[src/rtl/snake_engine.sv]
// Snake body datapath: head-first segment shift array with per-move wall, food and self-collision checks.
// Build option SNAKE_WRAP_EN: playfield edges wrap around and wall_collision never fires.
module snake_engine #(
  parameter int unsigned GRID_W   = 32,
  parameter int unsigned GRID_H   = 24,
  parameter int unsigned X_W      = 5,
  parameter int unsigned Y_W      = 5,
  parameter int unsigned MAX_LEN  = 64,
  parameter int unsigned LEN_W    = 7,
  parameter int unsigned INIT_LEN = 3
) (
  input  logic             clk,
  input  logic             reset_n,
  input  logic [1:0]       game_state,
  input  logic             move_enable,
  input  logic [1:0]       dir_in,
  input  logic             dir_valid,
  input  logic [X_W-1:0]   food_x,
  input  logic [Y_W-1:0]   food_y,
  input  logic [LEN_W-1:0] rd_idx,
  output logic [X_W-1:0]   rd_x,
  output logic [Y_W-1:0]   rd_y,
  output logic             rd_valid,
  output logic [X_W-1:0]   head_x,
  output logic [Y_W-1:0]   head_y,
  output logic [LEN_W-1:0] length,
  output logic             busy,
  output logic             wall_collision,
  output logic             self_collision,
  output logic             food_eaten
);

  localparam int unsigned IDX_W = (MAX_LEN > 1) ? $clog2(MAX_LEN) : 1;

  localparam logic [1:0] ST_READY  = 2'd0;
  localparam logic [1:0] ST_SCAN   = 2'd1;
  localparam logic [1:0] ST_COMMIT = 2'd2;

  localparam logic [1:0] DIR_UP    = 2'd0;
  localparam logic [1:0] DIR_RIGHT = 2'd1;
  localparam logic [1:0] DIR_DOWN  = 2'd2;
  localparam logic [1:0] DIR_LEFT  = 2'd3;

  localparam logic [1:0] GS_IDLE    = 2'b00;
  localparam logic [1:0] GS_PLAYING = 2'b01;

  localparam logic [X_W-1:0]   X_MAX    = X_W'(GRID_W - 1);
  localparam logic [Y_W-1:0]   Y_MAX    = Y_W'(GRID_H - 1);
  localparam logic [Y_W-1:0]   HOME_Y   = Y_W'(GRID_H / 2);
  localparam logic [LEN_W-1:0] LEN_INIT = LEN_W'(INIT_LEN);
  localparam logic [LEN_W-1:0] LEN_MAX  = LEN_W'(MAX_LEN);

  function automatic logic [X_W-1:0] init_x(input int unsigned i);
    return (i < INIT_LEN) ? X_W'(GRID_W / 2 - i) : '0;
  endfunction

  function automatic logic [Y_W-1:0] init_y(input int unsigned i);
    return (i < INIT_LEN) ? HOME_Y : '0;
  endfunction

  logic [X_W-1:0]   seg_x_q [MAX_LEN];
  logic [Y_W-1:0]   seg_y_q [MAX_LEN];

  logic [1:0]       state_q, state_d;
  logic [1:0]       cur_dir_q, cur_dir_d;
  logic [1:0]       pend_dir_q, pend_dir_d;
  logic [LEN_W-1:0] len_q, len_d;
  logic [X_W-1:0]   nx_q, nx_d;
  logic [Y_W-1:0]   ny_q, ny_d;
  logic             grow_q, grow_d;
  logic             hit_q, hit_d;
  logic [LEN_W-1:0] k_q, k_d;
  logic [LEN_W-1:0] n_q, n_d;
  logic             busy_q, busy_d;
  logic             wall_q, wall_d;
  logic             self_q, self_d;
  logic             food_q, food_d;

  logic             init_c, shift_c, playing_c;
  logic [1:0]       eff_dir_c;
  logic [X_W-1:0]   nx_c;
  logic [Y_W-1:0]   ny_c;
  logic             edge_c, wall_c, grow_c, match_c;

  assign playing_c = (game_state == GS_PLAYING);

  // Direction seen by a move this cycle: a same-cycle non-reversing request overrides pending.
  always_comb begin
    eff_dir_c = pend_dir_q;
    if (dir_valid && (dir_in != (cur_dir_q ^ 2'b10))) begin
      eff_dir_c = dir_in;
    end
  end

  // Candidate head; at an edge the coordinate is the wrapped one, used only when wrapping.
  always_comb begin
    nx_c   = seg_x_q[0];
    ny_c   = seg_y_q[0];
    edge_c = 1'b0;
    case (eff_dir_c)
      DIR_UP: begin
        edge_c = (seg_y_q[0] == '0);
        ny_c   = edge_c ? Y_MAX : seg_y_q[0] - 1'b1;
      end
      DIR_RIGHT: begin
        edge_c = (seg_x_q[0] == X_MAX);
        nx_c   = edge_c ? '0 : seg_x_q[0] + 1'b1;
      end
      DIR_DOWN: begin
        edge_c = (seg_y_q[0] == Y_MAX);
        ny_c   = edge_c ? '0 : seg_y_q[0] + 1'b1;
      end
      default: begin
        edge_c = (seg_x_q[0] == '0);
        nx_c   = edge_c ? X_MAX : seg_x_q[0] - 1'b1;
      end
    endcase
  end

`ifdef SNAKE_WRAP_EN
  assign wall_c = 1'b0;
`else
  assign wall_c = edge_c;
`endif

  assign grow_c  = (nx_c == food_x) && (ny_c == food_y);
  assign match_c = (seg_x_q[IDX_W'(k_q)] == nx_q) && (seg_y_q[IDX_W'(k_q)] == ny_q);

  always_comb begin
    state_d    = state_q;
    cur_dir_d  = cur_dir_q;
    pend_dir_d = eff_dir_c;
    len_d      = len_q;
    nx_d       = nx_q;
    ny_d       = ny_q;
    grow_d     = grow_q;
    hit_d      = hit_q;
    k_d        = k_q;
    n_d        = n_q;
    wall_d     = 1'b0;
    self_d     = 1'b0;
    food_d     = 1'b0;
    init_c     = 1'b0;
    shift_c    = 1'b0;

    if (game_state == GS_IDLE) begin
      state_d    = ST_READY;
      cur_dir_d  = DIR_RIGHT;
      pend_dir_d = DIR_RIGHT;
      len_d      = LEN_INIT;
      hit_d      = 1'b0;
      k_d        = '0;
      init_c     = 1'b1;
    end else begin
      case (state_q)
        ST_READY: begin
          if (move_enable && playing_c) begin
            cur_dir_d = eff_dir_c;
            if (wall_c) begin
              wall_d = 1'b1;
            end else begin
              nx_d    = nx_c;
              ny_d    = ny_c;
              grow_d  = grow_c;
              hit_d   = 1'b0;
              k_d     = '0;
              // The tail cell vacates this move unless the snake grows.
              n_d     = grow_c ? len_q : len_q - 1'b1;
              state_d = ST_SCAN;
            end
          end
        end
        ST_SCAN: begin
          if (!playing_c) begin
            state_d = ST_READY;
          end else begin
            if (match_c) begin
              hit_d = 1'b1;
            end
            if (k_q == n_q - 1'b1) begin
              state_d = ST_COMMIT;
            end else begin
              k_d = k_q + 1'b1;
            end
          end
        end
        ST_COMMIT: begin
          state_d = ST_READY;
          if (playing_c) begin
            if (hit_q) begin
              self_d = 1'b1;
            end else begin
              shift_c = 1'b1;
              food_d  = grow_q;
              if (grow_q && (len_q != LEN_MAX)) begin
                len_d = len_q + 1'b1;
              end
            end
          end
        end
        default: state_d = ST_READY;
      endcase
    end

    busy_d = (state_d != ST_READY);
  end

  always_ff @(posedge clk or negedge reset_n) begin
    if (!reset_n) begin
      state_q    <= ST_READY;
      cur_dir_q  <= DIR_RIGHT;
      pend_dir_q <= DIR_RIGHT;
      len_q      <= LEN_INIT;
      nx_q       <= '0;
      ny_q       <= '0;
      grow_q     <= 1'b0;
      hit_q      <= 1'b0;
      k_q        <= '0;
      n_q        <= '0;
      busy_q     <= 1'b0;
      wall_q     <= 1'b0;
      self_q     <= 1'b0;
      food_q     <= 1'b0;
    end else begin
      state_q    <= state_d;
      cur_dir_q  <= cur_dir_d;
      pend_dir_q <= pend_dir_d;
      len_q      <= len_d;
      nx_q       <= nx_d;
      ny_q       <= ny_d;
      grow_q     <= grow_d;
      hit_q      <= hit_d;
      k_q        <= k_d;
      n_q        <= n_d;
      busy_q     <= busy_d;
      wall_q     <= wall_d;
      self_q     <= self_d;
      food_q     <= food_d;
    end
  end

  // Segment array: initialise, or shift toward the tail with the new head at index 0.
  always_ff @(posedge clk or negedge reset_n) begin
    if (!reset_n) begin
      for (int unsigned i = 0; i < MAX_LEN; i++) begin
        seg_x_q[IDX_W'(i)] <= init_x(i);
        seg_y_q[IDX_W'(i)] <= init_y(i);
      end
    end else if (init_c) begin
      for (int unsigned i = 0; i < MAX_LEN; i++) begin
        seg_x_q[IDX_W'(i)] <= init_x(i);
        seg_y_q[IDX_W'(i)] <= init_y(i);
      end
    end else if (shift_c) begin
      for (int unsigned i = MAX_LEN - 1; i > 0; i--) begin
        seg_x_q[IDX_W'(i)] <= seg_x_q[IDX_W'(i - 1)];
        seg_y_q[IDX_W'(i)] <= seg_y_q[IDX_W'(i - 1)];
      end
      seg_x_q[0] <= nx_q;
      seg_y_q[0] <= ny_q;
    end
  end

  always_comb begin
    rd_x = '0;
    rd_y = '0;
    if (rd_idx < LEN_MAX) begin
      rd_x = seg_x_q[IDX_W'(rd_idx)];
      rd_y = seg_y_q[IDX_W'(rd_idx)];
    end
  end

  assign rd_valid       = (rd_idx < len_q);
  assign head_x         = seg_x_q[0];
  assign head_y         = seg_y_q[0];
  assign length         = len_q;
  assign busy           = busy_q;
  assign wall_collision = wall_q;
  assign self_collision = self_q;
  assign food_eaten     = food_q;

endmodule

[config.mk]
export PLATFORM = sky130hd
export DESIGN_NAME = snake_engine
export DESIGN_NICKNAME = d
export VERILOG_FILES = /design/src/rtl/snake_engine.sv
export SDC_FILE = /design/constraint.sdc
export NUM_CORES = 1
export LEC_CHECK = 0
export ABC_AREA = 0
export CAP_MARGIN = 20
export CORE_MARGIN = 2
export CORE_UTILIZATION = 61
export DETAILED_ROUTE_END_ITERATION = 12
export PLACE_DENSITY_LB_ADDON = 0.2
export SLEW_MARGIN = 10
export SYNTH_ARGS = -nofsm -noshare
export SYNTH_HDL_FRONTEND = slang
export SYNTH_SLANG_ARGS = --single-unit
[constraint.sdc]
create_clock -name clk -period 6.5 [get_ports clk]
set_input_delay 1.3 -clock clk [delete_from_list [all_inputs] [get_ports clk]]
set_output_delay 1.3 -clock clk [all_outputs]
set_load 0.005 [all_outputs]
# After elaboration in Yosys (flattened, before gate mapping)
# Index checks and enable logic that the tools add are counted.
dict set report op_classes {
  n_mul 0
  reduce_logical 24
  shift 0
  order_cmp 4
  n_mux 71
  addsub 8
  eq_ne 20
  div_mod_pow 0
  bitwise 5
}
# operator n
set op_table {}
lappend op_table {{two-way mux 320 bit} 4}
lappend op_table {{binary-select mux 5 bit (select 6 bit)} 4}
lappend op_table {{two-way mux 7 bit} 11}
lappend op_table {{two-way mux 5 bit} 14}
lappend op_table {{two-way mux 1 bit} 22}
lappend op_table {{equality test 5 bit} 4}
lappend op_table {{two-way mux 2 bit} 10}
lappend op_table {{one-hot mux 5 bit (2 select lines)} 2}
lappend op_table {{inequality test 3 bit, second input constant} 5}
lappend op_table {{adder 7 x 1 -> 7 bit, second input constant} 2}
lappend op_table {{>= comparator 7 bit, second input constant} 2}
lappend op_table {{NOT 6 -> 7 bit} 2}
lappend op_table {{one-hot mux 7 bit (2 select lines)} 1}
lappend op_table {{nonzero test 2 bit} 7}
lappend op_table {{subtractor 7 x 1 -> 7 bit, second input constant} 2}
lappend op_table {{adder 5 x 1 -> 5 bit, second input constant} 2}
lappend op_table {{equality test 5 bit, second input constant} 2}
lappend op_table {{logical NOT 5 bit} 2}
lappend op_table {{AND reduction 5 bit} 2}
lappend op_table {{subtractor 5 x 1 -> 5 bit, second input constant} 2}
lappend op_table {{AND reduction 4 bit} 2}
lappend op_table {{equality test 7 bit} 1}
lappend op_table {{less-than comparator 7 bit} 1}
lappend op_table {{less-than comparator 7 bit, second input constant} 1}
lappend op_table {{14 further kinds} 25}
dict set report totals {
  n_memories 0
  output_inout_bits 32
  mem_bits_ro 0
  reg_bits 683
  latchBits 0
  ramBits 0
}

# Depth between registers and ports, before layout
# Gate-level depths: netlist of run 1.
dict set report depth {
  ltp_word 11
  mapped_depth 13
  depth_no_buf 12
}

# Worst setup path after synthesis of run 1
# OpenSTA, ideal clock, no wires.
dict set report synth_timing {
  kind {in2out}
  startpoint {input port rd_idx[0]}
  endpoint {output port rd_x[4]}
  arrival_time_ps 3968
  slack_ps 1232
  cell_stages 7
  cell_sequence {clkbuf_1 > clkbuf_1 > buf_1 > mux4_2 > mux4_2 > mux4_2 > nor2b_1}
}
dict set report synth_between {
  elab_chain_cells 5
}
# element line_no
set synth_lines {}
lappend synth_lines {{from (decl)} 20} ;# input logic [LEN_W-1:0] rd_idx,
lappend synth_lines {{NOT 6 -> 7 bit (implied by the code)} 268} ;# rd_x = seg_x_q[IDX_W'(rd_idx)];
lappend synth_lines {{binary-select mux 5 bit (select 6 bit)} 268}
lappend synth_lines {{two-way mux 5 bit (implied by the code) (2 in a row)} 268}
lappend synth_lines {{two-way mux 5 bit *} 267} ;# if (rd_idx < LEN_MAX) begin
lappend synth_lines {{to (decl)} 21} ;# output logic [X_W-1:0] rd_x,
# Mark *: on every way between the ends. The rest lies on a longest branch, timed or not. The select of a mux whose other input is x is not followed.

# Worst setup path in the final report of run 1
dict set report layout_timing {
  startpoint {input port rd_idx[0]}
  endpoint {output port rd_y[0]}
}
dict set report layout_between {
  elab_chain_cells 5
}
# element line_no
set layout_lines {}
lappend layout_lines {{NOT 6 -> 7 bit (implied by the code)} 269} ;# rd_y = seg_y_q[IDX_W'(rd_idx)];
lappend layout_lines {{binary-select mux 5 bit (select 6 bit)} 269}
lappend layout_lines {{two-way mux 5 bit (implied by the code) (2 in a row)} 269}
lappend layout_lines {{two-way mux 5 bit *} 267}
lappend layout_lines {{to (decl)} 22} ;# output logic [Y_W-1:0] rd_y,
# Marked as above.

==> impl_metrics.tcl, run 1 <==
set metrics [dict create \
    initial_core_util 0.619 \
    met3_usage 0.0561 \
    die_h_um 254 \
    overflow 0 \
    die-area_mm2 0.0648 \
    average_via_count_per_standard_cell 6.53 \
    detailed_place.area_mm2 0.0392 \
    synth_area_leaders "sky130_fd_sc_hd__dfrtp_1, sky130_fd_sc_hd__mux4_2, sky130_fd_sc_hd__nand2_1" \
    critical_path_peak_fanout 42 \
    hold_buf_cts 0 \
    floorplan.die.width_um 254 \
    antenna_left 0 \
    gpl.final_weighted_congestion 0.860 \
    synth.distinct_cells 66 \
    ys_seq_area_frac 0.447 \
    preCtsSetupSlack_ns 0.827 \
    tritoncts_num_sinks 683 \
    kind_of_launch_point_of_the_worst_setup_path "primary input" \
    nets 3772 \
    finalMaxSlewViolations 0 \
    setup_total_negative_slack_ns 0 \
    antenna_violations_before_repair 1 \
    max_clock_freq_mhz 177 \
    report.final.hold_viol_count 0 \
    dp.cells 4493 \
    timing.final.ws_setup_ns 0.840 \
    req_time_crit_path_ns 5.20 \
    skew_ns 0.0181 \
    remaining_drc_errors 0 \
    rows 91 \
    ctsLongestPathBuffers 3 \
    period_needed_ns 5.66 \
    cts_repair_resize_count 0 \
    grt_start_max_net_pins 219 \
    clk_root_buffer_cell "sky130_fd_sc_hd__clkbuf_16" \
    global_route_wire_length_before_repair_um 160000 \
    final_cell_count_no_fill 4627 \
    synth_seq_cells 683 \
    antenna_cells 0 \
    arrival_ns 4.36 \
    report.power.total_mw 9.67 \
    tritoncts "built" \
    fin_area_mm2 0.0418 \
    final.period_utilization 0.871 \
    timing.final.setup_violations 0 \
    dr.first_iter.drc_count 3903 \
    slew_headroom 0.300 \
    io-pin-count 57 \
    synth_cells 3901 \
    drtPass1Iterations 6 \
    grt_util_met1 0.463 \
    syn-cell-area_mm2 0.0383 \
    place.detailed.hpwl_um 57500 \
    synthesis.area_per_instance_um2 9.81 \
    cp-end-kind "output port" \
    synthesis.nets 3942 \
    coreArea_mm2 0.0618 \
    synth_top_flop_cell "sky130_fd_sc_hd__dfrtp_1" \
    dr_total_vias 30200 \
    timing_worst_slew_pin_value_ns 1.05 \
    finalWirelength_um 98600 \
    grt_busiest_layer "met2" \
    area_delta_synth_final_pct 9.33 \
    drive_above_1_share 0.148 \
    async_flop_share 1.00 \
    cap_violations 0 \
    postCtsSetupRepairBufs 0 \
    routed_wire_length_per_instance_um 21.3 \
    whs_ns 0.508 \
    grt_use_met2 0.467 \
    synth-edff-count 0 \
    cts_buffers 73 \
    place.port_buffers 56 \
    min_delay_worst_type "reg -> reg" \
    layout.core_utilization 0.677 \
    clock_latency_ns 0.62 \
    rsz0062_at_grt "false" \
    yosysTopAreaCell "sky130_fd_sc_hd__dfrtp_1" \
    via_count_of_the_first_global_routing_pass 28900 \
    yosys.area.top_type_share 0.435 \
    critical_path_class "in -> out" \
    outcome "completed" \
    irDropWorstVdd_uv 164 \
    power_density_mw_per_mm2 231 \
    h-tree-depth 3 \
    synth-warning-count 0 \
    cts.reportedPaths.clkPinSlew_ns 0.06 \
    leakage_nw 16.2 \
    gr-usage-all-layers 0.311 \
]
## power breakdown
group | switching (mW) | internal, mW | total [mW]
registers | 0.0727 | 4.30 | 4.37
logic | 0.461 | 0.287 | 0.747
clock network | 1.76 | 2.79 | 4.55
total | 2.29 | 7.38 | 9.67
## worst max-delay path: stages
cell and delay [ns]:
sky130_fd_sc_hd__buf_8 0.39, sky130_fd_sc_hd__buf_12 0.32, sky130_fd_sc_hd__mux4_2 0.54, sky130_fd_sc_hd__mux4_2 0.51, sky130_fd_sc_hd__mux4_2 0.59, sky130_fd_sc_hd__nor2b_1 0.18
sky130_fd_sc_hd__clkdlybuf4s50_1 0.49
## sequential cells by signal (all words and copies together) (netlist names), 5 cells and up
name	cells
k_q	7
length	7
n_q	7
head_x	5
nx_q	5
seg_y_q	315
head_y	5
ny_q	5
seg_x_q	315
## placed cells by master (no fill, tap or decap), drive strengths merged, types with 45 or more instances in the layout
master and instances:
a21oi 673, buf 54, clkbuf 96, clkdlybuf4s50 51
dfrtp 665, mux2i 71, mux4 340, nand2 1313
nor2 77, o21ai 45
## layout make-up
type | count | area [um^2]
sequential | 683 | 17100
clock buffer | 96 | 2100
multi-input combinational | 2847 | 19700
clock inverter | 38 | 534
fill | 4637 | 20000
timing repair buffer | 105 | 1240
tap | 837 | 1050
inverter | 21 | 78.8
## worst paths after layout
kind	depth (start not counted)	slack (ns)	end	start
setup / recovery	7	0.84	rd_y[0]	rd_idx[0]
hold / removal	2	0.51	seg_x_q[303]$_DFFE_PN0P_	seg_x_q[308]$_DFFE_PN1P_
setup reg to reg	9	2.47	hit_q$_DFFE_PN0P_	k_q[1]$_DFFE_PN0P_
hold reg to reg	2	0.51	seg_x_q[303]$_DFFE_PN0P_	seg_x_q[308]$_DFFE_PN1P_
max in group asynchronous	2	4.28	k_q[0]$_DFFE_PN0P_	reset_n
min in group asynchronous	1	0.69	seg_y_q[61]$_DFFE_PN0P_	reset_n
## synthesized netlist by cell type, types with 10 or more instances
| cell type | instances |
|---|---|
| sky130_fd_sc_hd__xor2_1 | 19 |
| sky130_fd_sc_hd__buf_4 | 11 |
| sky130_fd_sc_hd__nand3_1 | 35 |
| sky130_fd_sc_hd__dfstp_2 | 18 |
| sky130_fd_sc_hd__nand2_1 | 1312 |
| sky130_fd_sc_hd__buf_1 | 51 |
| sky130_fd_sc_hd__a221oi_1 | 16 |
| sky130_fd_sc_hd__mux2i_1 | 71 |
| sky130_fd_sc_hd__nand2b_1 | 15 |
| sky130_fd_sc_hd__ha_1 | 16 |
| sky130_fd_sc_hd__clkbuf_1 | 269 |
| sky130_fd_sc_hd__a22o_1 | 11 |
| sky130_fd_sc_hd__a21oi_1 | 673 |
| sky130_fd_sc_hd__nor2_1 | 77 |
| sky130_fd_sc_hd__inv_1 | 20 |
| sky130_fd_sc_hd__a22oi_1 | 28 |
| sky130_fd_sc_hd__a211oi_1 | 10 |
| sky130_fd_sc_hd__nor2b_1 | 19 |
| sky130_fd_sc_hd__o21ai_0 | 42 |
| sky130_fd_sc_hd__buf_2 | 18 |
| sky130_fd_sc_hd__xnor2_1 | 28 |
| sky130_fd_sc_hd__mux4_2 | 340 |
| sky130_fd_sc_hd__o22ai_1 | 12 |
| sky130_fd_sc_hd__nor3_1 | 16 |
| sky130_fd_sc_hd__dfrtp_1 | 665 |
## cell families after synthesis
family                   count (synthesis)  share of synthesized area
buffers and inverters                  371                     0.0382
adder cells (fa/ha/maj)                 16                    0.00523
AND/OR/NAND/NOR                       1522                      0.157
flip-flops                             683                      0.447
multiplexers                           415                      0.220
AO/OA/AOI/OAI                          846                      0.121
XOR/XNOR                                48                     0.0112
## metal layers
metal,routed length (um),share of wire,vias up
li1,-,-,13400
met1,41400,0.42,15300
met2,45900,0.47,1342
met3,8490,0.086,190
met4,2880,0.029,2
met5,8,0.000081,-
Power figures use the tool's default switching activity.
==> inputs of run 2 (changes only) <==
Settings changed: ABC_CLOCK_PERIOD_IN_PS set to 6500, CORE_ASPECT_RATIO set to 0.9.
==> run 2 against run 1 <==
Net effect:
- routed wire length up 0.86%
- clock power decreased by 4.4%
- utilization fell by 0.62 points
- sequential cell count unchanged
- power fell by 1.9%
- fmax decreased by 1.5%
- combinational power rose by 1%
- worst setup slack worse by 0.085 ns
- highest routed layer is now met4
- sequential power about the same
- sequential share of layout area about the same
- first-iteration DRC count grew 12%
==> impl_metrics.tcl, run 2 (synthesis results as in run 1) <==
set metrics [dict create \
    arrival_ns 4.45 \
    io-pin-count 57 \
    h-tree-depth 3 \
    cts.reportedPaths.clkPinSlew_ns 0.06 \
    critical_path_class "in -> out" \
    reg.largest.list "seg_x_q x315, seg_y_q x315" \
    power_density_mw_per_mm2 227 \
    ctsLongestPathBuffers 3 \
    leakage_nw 16.2 \
    crit_start "rd_idx[0]" \
    cap_violations 0 \
    timing.reg2reg.worst_path_depth 9 \
    dr.first_iter.drc_count 4369 \
    nets 3789 \
    seq_area_mm2 0.0171 \
    antenna_violations_before_repair 1 \
    cp_slowest_stage_delay_ns 0.58 \
    gr-usage-all-layers 0.313 \
    cts_repair_resize_count 0 \
    mostFrequentLayoutCells "sky130_fd_sc_hd__nand2_1, sky130_fd_sc_hd__a21oi_1, sky130_fd_sc_hd__dfrtp_1" \
    finalMaxSlewViolations 0 \
    floorplan.die.width_um 268 \
    req_time_crit_path_ns 5.20 \
    clock_latency_ns 0.62 \
    crit_slowest_cell "sky130_fd_sc_hd__mux4_2" \
    initial_core_util 0.614 \
    drive_above_1_share 0.150 \
    postCtsSetupRepairBufs 0 \
    gpl.final_weighted_congestion 0.881 \
    finalWirelength_um 99500 \
    overflow 0 \
    capture_point_of_the_worst_reg_to_reg_path "hit_q$_DFFE_PN0P_" \
    slew_headroom 0.272 \
    whs_ns 0.511 \
    timing.final.setup_violations 0 \
    final.period_utilization 0.884 \
    min_delay_worst_type "reg -> reg" \
    average_via_count_per_standard_cell 6.50 \
    mostFrequentLayoutCell "sky130_fd_sc_hd__nand2_1" \
    cts_buffers 73 \
    timing_worst_slew_pin_value_ns 1.09 \
    max_clock_freq_mhz 174 \
    rows 87 \
    coreArea_mm2 0.0624 \
    period_needed_ns 5.75 \
    skew_ns 0.0153 \
    critical-path-top-delay-family "multiplexers" \
    critical_path_depth 7 \
    remaining_drc_errors 0 \
    dr_total_vias 30200 \
    crit_chain "buf_8, buf_4, mux4_2, mux4_2, mux4_2, nor2b_1, clkdlybuf4s50_1" \
    cp-end-kind "output port" \
    setup.worst_path.end "rd_x[3]" \
    clk_root_buffer_cell "sky130_fd_sc_hd__clkbuf_16" \
    outcome "completed" \
    tritoncts_num_sinks 683 \
    global_route_wire_length_before_repair_um 161000 \
    rsz0062_at_grt "false" \
    via_count_of_the_first_global_routing_pass 28700 \
    tritoncts "built" \
    report.final.hold_viol_count 0 \
    area_delta_synth_final_pct 9.29 \
    report.power.total_mw 9.49 \
    place.port_buffers 56 \
    kind_of_launch_point_of_the_worst_setup_path "primary input" \
    place.detailed.hpwl_um 58700 \
    routed_wire_length_per_instance_um 21.4 \
    die_h_um 242 \
    drtPass1Iterations 6 \
    grt_start_max_net_pins 215 \
    hold_buf_cts 0 \
    critical_path_peak_fanout 53 \
    rrSetupSlack_ns 2.31 \
    antenna_left 0 \
    antenna_cells 0 \
    die-area_mm2 0.0648 \
    crit-reg2reg-launch "k_q[3]$_DFFE_PN0P_" \
    timing.critical_path.buf_inv 3 \
    setup_total_negative_slack_ns 0 \
    multi_input_area_mm2 0.0197 \
    cpMostUsedCell "sky130_fd_sc_hd__mux4_2" \
    fill_cells 4708 \
    irDropWorstVdd_uv 178 \
]
[run 2: cell types whose count changed in the layout (fill, tap and decap cells not counted), sizes merged]
cell	before	now
clkbuf	96	104
bufinv	13	7
clkinvlp	3	1
buf	54	71
clkinv	20	17
[run 2: layout make-up]
type	count	share of cell area
Clock buffer	104	0.0515
Clock inverter	27	0.00784
Inverter	21	0.00188
Multi-Input combinational cell	2847	0.471
Sequential cell	683	0.409
Tap cell	845	0.0253
Timing Repair Buffer	122	0.0328
[run 2: routing by layer]
| layer | share of wire | wire (um) | up-vias | GRT usage |
|---|---|---|---|---|
| met5 | 0 | 0 | - | 0 |
| met4 | 0.031 | 3130 | 0 | 0.101 |
| met3 | 0.095 | 9440 | 205 | 0.0703 |
| met2 | 0.45 | 44300 | 1415 | 0.442 |
| met1 | 0.43 | 42600 | 15200 | 0.484 |
| li1 | - | - | 13400 | - |
[run 2: worst min-delay path by stage]
stage	startpoint	end	slack, ns	cells after the start
5_1_grt	seg_x_q[306]$_DFFE_PN1P_	seg_x_q[301]$_DFFE_PN0P_	0.53	2
3_5_place_dp	seg_x_q[307]$_DFFE_PN1P_	seg_x_q[302]$_DFFE_PN0P_	0.50	2
4_1_cts	seg_x_q[307]$_DFFE_PN1P_	seg_x_q[302]$_DFFE_PN0P_	0.51	2
2_1_floorplan	grow_q$_DFFE_PN0P_	grow_q$_DFFE_PN0P_	0.45	2
6_report	seg_x_q[307]$_DFFE_PN1P_	seg_x_q[302]$_DFFE_PN0P_	0.51	2
3_3_place_gp	seg_x_q[307]$_DFFE_PN1P_	seg_x_q[302]$_DFFE_PN0P_	0.50	2
[run 2: worst register-to-register path, cell delays in order, from the launching register on]
cell and delay [ns]:
sky130_fd_sc_hd__dfrtp_1 0.69, sky130_fd_sc_hd__buf_4 0.53, sky130_fd_sc_hd__and2_1 0.94, sky130_fd_sc_hd__buf_4 0.41
sky130_fd_sc_hd__a22oi_1 0.15, sky130_fd_sc_hd__a311oi_1 0.49, sky130_fd_sc_hd__a21oi_1 0.30, sky130_fd_sc_hd__xnor2_1 0.25
sky130_fd_sc_hd__nand4_1 0.12, sky130_fd_sc_hd__o31ai_1 0.23
[run 2: power by group]
| part | internal, mW | switching (mW) | total [mW] | leakage [nW] |
|---|---|---|---|---|
| sequential | 4.30 | 0.0755 | 4.38 | 9.45 |
| clock | 2.59 | 1.77 | 4.35 | 1.24 |
| combinational | 0.293 | 0.463 | 0.756 | 5.53 |
| total | 7.18 | 2.30 | 9.49 | 16.2 |
[run 2: through the flow]
stage / worst slack, ns / util / area [um^2] / std cells
global route: 0.614 / 0.671 / 41800 / 4649
CTS: 0.716 / 0.670 / 41800 / 4648
detailed placement: 0.718 / 0.631 / 39300 / 4517
global placement: 0.754 / 0.631 / 39300 / 4517
floorplan: 1.23 / - / 38300 / 3901
finish: 0.754 / 0.671 / 41800 / 4649
